$ cat src/rtl/regfile_pkg.sv
// rtl/regfile_pkg.sv - shared types and defaults for the scoreboarded register file
package regfile_pkg;

    localparam int DEFAULT_DATA_W = 32;
    localparam int DEFAULT_ADDR_W = 5;

    typedef enum logic {
        SWEEP_IDLE,
        SWEEP_RUN
    } sweep_state_e;

endpackage

$ cat src/rtl/regfile_sweep_ctrl.sv
// rtl/regfile_sweep_ctrl.sv - sequential sweep-clear FSM and index counter
import regfile_pkg::*;

module regfile_sweep_ctrl #(
    parameter int ADDR_W = DEFAULT_ADDR_W
) (
    input  logic              clk,
    input  logic              rst_n,
    input  logic              clr_req,
    output logic              clr_busy,
    output logic              sweep_en,
    output logic [ADDR_W-1:0] sweep_idx
);

    localparam logic [ADDR_W-1:0] LAST_IDX = '1;

    sweep_state_e      state, state_nxt;
    logic [ADDR_W-1:0] idx_nxt;

    always_ff @(posedge clk or negedge rst_n) begin
        if (!rst_n) begin
            state     <= SWEEP_IDLE;
            sweep_idx <= '0;
        end else begin
            state     <= state_nxt;
            sweep_idx <= idx_nxt;
        end
    end

    always_comb begin
        state_nxt = state;
        idx_nxt   = sweep_idx;
        clr_busy  = 1'b0;
        sweep_en  = 1'b0;
        case (state)
            SWEEP_IDLE: begin
                if (clr_req) begin
                    state_nxt = SWEEP_RUN;
                    idx_nxt   = '0;
                end
            end
            SWEEP_RUN: begin
                clr_busy = 1'b1;
                sweep_en = 1'b1;
                idx_nxt  = sweep_idx + 1'b1;
                // the last index is cleared on the same edge that returns to idle
                if (sweep_idx == LAST_IDX) begin
                    state_nxt = SWEEP_IDLE;
                end
            end
            default: state_nxt = SWEEP_IDLE;
        endcase
    end

endmodule

$ cat src/rtl/regfile_sb.sv
// rtl/regfile_sb.sv - multi-read register file with write bypass, busy scoreboard and sweep clear
import regfile_pkg::*;

module regfile_sb #(
    parameter int DATA_W   = DEFAULT_DATA_W,
    parameter int ADDR_W   = DEFAULT_ADDR_W,
    parameter int NREAD    = 2,
    parameter int ZERO_REG = 1
) (
    input  logic                    clk,
    input  logic                    rst_n,
    input  logic [NREAD*ADDR_W-1:0] rd_addr,
    output logic [NREAD*DATA_W-1:0] rd_data,
    output logic [NREAD-1:0]        rd_busy,
    input  logic                    wr_en,
    input  logic [ADDR_W-1:0]       wr_addr,
    input  logic [DATA_W-1:0]       wr_data,
    input  logic                    alloc_en,
    input  logic [ADDR_W-1:0]       alloc_addr,
    input  logic                    clr_req,
    output logic                    clr_busy
);

    localparam int DEPTH = 2 ** ADDR_W;

    logic [DATA_W-1:0] mem [DEPTH];
    logic [DEPTH-1:0]  busy;
    logic              sweep_en;
    logic [ADDR_W-1:0] sweep_idx;
    logic              wr_ok;
    logic              alloc_ok;

    regfile_sweep_ctrl #(
        .ADDR_W (ADDR_W)
    ) u_sweep (
        .clk       (clk),
        .rst_n     (rst_n),
        .clr_req   (clr_req),
        .clr_busy  (clr_busy),
        .sweep_en  (sweep_en),
        .sweep_idx (sweep_idx)
    );

    assign wr_ok    = wr_en && !sweep_en && ((ZERO_REG == 0) || (wr_addr != '0));
    assign alloc_ok = alloc_en && !sweep_en && ((ZERO_REG == 0) || (alloc_addr != '0));

    always_ff @(posedge clk or negedge rst_n) begin
        if (!rst_n) begin
            for (int i = 0; i < DEPTH; i++) begin
                mem[i] <= '0;
            end
            busy <= '0;
        end else if (sweep_en) begin
            mem[sweep_idx]  <= '0;
            busy[sweep_idx] <= 1'b0;
        end else begin
            if (wr_ok) begin
                mem[wr_addr]  <= wr_data;
                busy[wr_addr] <= 1'b0;
            end
            // alloc is applied last so a newly issued producer keeps the register busy
            if (alloc_ok) begin
                busy[alloc_addr] <= 1'b1;
            end
        end
    end

    for (genvar p = 0; p < NREAD; p++) begin : g_rd
        logic [ADDR_W-1:0] addr;
        logic [DATA_W-1:0] data;
        logic              bsy;

        assign addr = rd_addr[p*ADDR_W +: ADDR_W];

        always_comb begin
            data = mem[addr];
            bsy  = busy[addr];
            if ((ZERO_REG != 0) && (addr == '0)) begin
                data = '0;
                bsy  = 1'b0;
            end else if (wr_en && !sweep_en && (addr == wr_addr)) begin
                data = wr_data;
                bsy  = 1'b0;
            end
        end

        assign rd_data[p*DATA_W +: DATA_W] = data;
        assign rd_busy[p]                  = bsy;
    end

endmodule

$ cat config.mk
export PLATFORM = sky130hd
export DESIGN_NAME = regfile_sb
export DESIGN_NICKNAME = d
export VERILOG_FILES = /design/src/rtl/regfile_pkg.sv /design/src/rtl/regfile_sweep_ctrl.sv /design/src/rtl/regfile_sb.sv
export SDC_FILE = /design/constraint.sdc
export NUM_CORES = 2
export LEC_CHECK = 0
export ABC_CLOCK_PERIOD_IN_PS = 2700
export CORE_MARGIN = 5
export CORE_UTILIZATION = 55
export CTS_CLUSTER_DIAMETER = 60
export CTS_CLUSTER_SIZE = 12
export DETAILED_ROUTE_END_ITERATION = 6
export DONT_BUFFER_PORTS = 1
export PLACE_DENSITY = 0.75
export SLEW_MARGIN = 5
export SYNTH_ARGS = -nofsm -noshare
export SYNTH_HDL_FRONTEND = slang
export SYNTH_SLANG_ARGS = --single-unit
$ cat constraint.sdc
create_clock -name clk -period 2.7 [get_ports clk]
set_input_delay 0.135 -clock clk [delete_from_list [all_inputs] [get_ports clk]]
set_output_delay 0.135 -clock clk [all_outputs]
set_load 0.01 [all_outputs]
==> summary.md <==
| Metric | Value |
|---|---|
| Fin worst setup slack | `-0.2725 ns` |
| P_sw | `12.54 mW` |
| Final Wtd Congestion | `0.9592` |
| Highest Clock Rate | `0.3364 GHz` |
| Nature of the critical path startpoint | `primary input` |
| Flops & latches, synth | `1062` |
| Placed insts | `slightly above 5000` |
| Async set-reset flop share out of synthesis | `100.0%` |
| Post-DRT Antenna Nets | `0` |
| Boundary Pins | `between 100 and 150` |
| Detailed Routing Iterations Pass 1 | `7` |
| R2r startpoint | `u_sweep.state` |
| IO buf count | `0` |
| Die outline width | `327.9 um` |
| Reg-to-reg endpoint | `mem[220]` |
| Synth Area per Inst | `13.57 sq um` |
| Sw Ratio | `between 30% and 40%` |
| Crit path DAT | `2.84 ns` |
| Comb pwr share | `21.3%` |
| Fillers | `7257` |
| Final Skew | `0.02827 ns` |
| CP Data Required Time | `about 2.6 ns` |
| CP endpoint | `rd_data[9]` |
| Seq pwr share | `45.8%` |
| CTS H-tree lvls | `3` |
| Synth area leader | `dfrtp_1` |
| Power Dens Cells | `651.4 mW/mm^2` |
| Internal | `28.15 mW` |
| Worst-margin pin slew | `1.696 ns` |
| Mapped Area | `0.05558 sq mm` |
| Rows | `116` |
| Synth Area in Adders | `0.1126%` |
| Hold buffers post-CTS | `80` |
| Commonest non-fill, non-tap cell in the layout | `dfrtp_1` |
| Post-route cell area | `about 0.062 sq mm` |
| Min Tclk post-route | `2.972 ns` |
| CP Launch Point | `rd_addr[0]` |
| Nets@finish | `between 4000 and 5000` |
| WL final | `approximately 230000 um` |
| Peak VDD IR | `0.5616 mV` |
| Global-route wire length before repair | `between 300000 and 400000 um` |
| TritonCTS Sinks | `between 1000 and 1500` |
| Hold Slack | `-0.8371 ns` |
| Clock Power Share | `32.9%` |
| Share of layout cells above drive strength 1 | `between 20% and 30%` |
| Die outline area | `between 0.1 and 0.15 sq mm` |
| Setup TNS | `-4.914 ns` |
| CTS tree | `yes` |
| YS warnings | `0` |
| Sequential fraction of the synthesis area | `47.82%` |
| Total global routing track utilization | `a little over two fifths` |
| Crit-path max FO | `319` |
| Non-Filler Instances | `5353` |
| Synth Area in Simple Gates | `around 3.3%` |
| Failing checks | `hold timing, slew limit, setup timing` |
| Compound-Gate Fraction of Synth Area | `between 20% and 30%` |
| Crit Path Class | `in2out` |
| DP Wirelength | `128700 um` |
| P&R area growth vs syn | `12.40%` |
| Drt initial violations | `8517` |
| Slew Viols, Final | `367` |
| CTS root buf | `clkbuf_16` |
| R2r worst-path depth | `7` |
| RSZ-0062 raised after global routing | `yes` |
| Xor-xnor portion of the synthesized cell area | `0.1891%` |
| Cell count after synthesis | `4095` |
| Slew headroom | `-13.07%` |
| Core area | `0.1001 sq mm` |
| Placed Area | `0.05743 sq mm` |
| Crit end category | `primary output` |
| Most frequent cells in the layout | `dfrtp_1, a22o_1, mux4_2, buf_4, mux2i_1` |
| Status | `complete, but fails checks` |
| Total gr overflow | `0` |
| Period utilization | `110.1%` |
| Drt wl/cell | `roughly 43 um` |
| Syn nets | `4157` |
| Worst hold path type | `in2async` |
| Initial Util | `55.50%` |
| Clock-pin slew on the worst setup and hold paths | `0.06 ns` |
| Via count | `between 40000 and 50000` |
| Number of flops mapped to enable cells by yosys | `0` |
| Synth top area share | `47.82%` |
| Synth unique cells | `70` |
| Vias in the first global route | `about 45000` |
| Largest net degree at the start of global routing | `1063` |
| Internal reg-to-reg setup slack | `0.02 ns` |
| Initial antenna violation count | `31` |
| Worst-Skew Late Latency | `0.71 ns` |
| Multiplexer share of the synthesized area | `21.77%` |
| Synth area leaders | `dfrtp_1, mux4_2, a22o_1` |
| Via density | `8.537` |
| Die Span Y | `327.9 um` |
| Remaining DRCs | `0` |
| Largest family of logic cells by synthesized area | `compound AO/OA/AOI/OAI gates` |
| Synth Flop Type | `dfrtp_1` |
| Static leakage | `between 20 and 30 nW` |
| Setup Viol. Count Final | `41` |
| Clk buf depth | `3` |
| Max-Cap Viols | `0` |
| Final Hold Fails | `~610` |
| CTS Buf Count | `102` |
[sequential cells by signal (all words and copies together), names as in the netlist]
register,count
u_sweep.sweep_idx,5
mem,1024
u_sweep.state,1
busy,32
[synth_stat cells (45+ instances only)]
cell type and number:
a21oi_1 57, a221oi_1 48, o22ai_1 75, buf_2 78
a22o_1 1040, nor2_1 73, buf_1 47, clkbuf_1 358
mux2i_1 159, a221o_1 45, dfrtp_1 1062, mux4_2 447
a22oi_1 46, nand2_1 59
[worst min-delay path by stage]
stage               start  endpoint
floorplan           rst_n   busy[0]
global placement    rst_n  mem[297]
detailed placement  rst_n  mem[297]
CTS                 rst_n  mem[297]
global route        rst_n  mem[257]
finish              rst_n  mem[297]
[worst max-delay path, cell delays in order]
cell and delay (ns):
mux4_2 1.04, mux2_4 0.29, a2bb2oi_1 0.17, a21oi_2 0.23
nor3_2 0.08, buf_4 0.17
[metal layers]
metal	part of all wire, %	vias to the layer above	track usage, %
met5	0.26	-	0.9964
met1	32	22980	52.38
met3	19	1256	22.65
met4	8.9	40	28.08
li1	-	16460	-
met2	40	4962	55.43
[power by group through the flow]
stage	Combinational [mW]	Clock, mW	Sequential [mW]
floorplan	5.00	0	18.4
global placement	7.12	0	18.7
detailed placement	7.25	0	18.8
CTS	7.82	13.3	18.6
global route	8.74	13.9	18.8
finish	8.65	13.4	18.7
[cell families (layout without fill, tap and decap cells)]
kind of cell,Yosys count,after routing
xor gates and xnor gates,12,12
muxes,645,645
buffers and inverters,553,495
adders and majority gates,5,5
AOI/OAI and AO/OA,1488,1488
DFF,1062,1062
and+or+nand+nor,330,330
other,0,18
[area by class of cell]
| type | instances | area [sq um] | area share [%] |
|---|---|---|---|
| flip-flops and latches | 1062 | 26580 | 42.54 |
| inverters | 13 | 50.05 | 0.08012 |
| clock inverters | 14 | 200.2 | 0.3205 |
| repair buffers | 355 | 3720 | 5.955 |
| well taps | 1298 | 1624 | 2.600 |
| clock buffers | 113 | 2645 | 4.234 |
| multi-input cells | 2480 | 27610 | 44.20 |
| diodes | 18 | 45.04 | 0.07210 |
[what timing repair did]
item	4_1_cts	5_1_grt
hold endpoints to repair	2091	641
resized for setup	66	50
endpoints found under the setup margin	66	41
buffers inserted	23	18
pin swaps	20	8
[stage by stage]
stage / utilization [%] / setup WS [ns] / power [mW]
floorplan: - / 0.6167 / 23.38
global placement: 57.35 / 0.05374 / 25.87
detailed placement: 57.35 / 0.004284 / 26.07
CTS: 61.79 / -0.05343 / 39.72
global route: 62.34 / -0.08950 / 41.47
finish: 62.38 / -0.2725 / 40.69
Note: power is estimated with default switching activity, not from simulation.
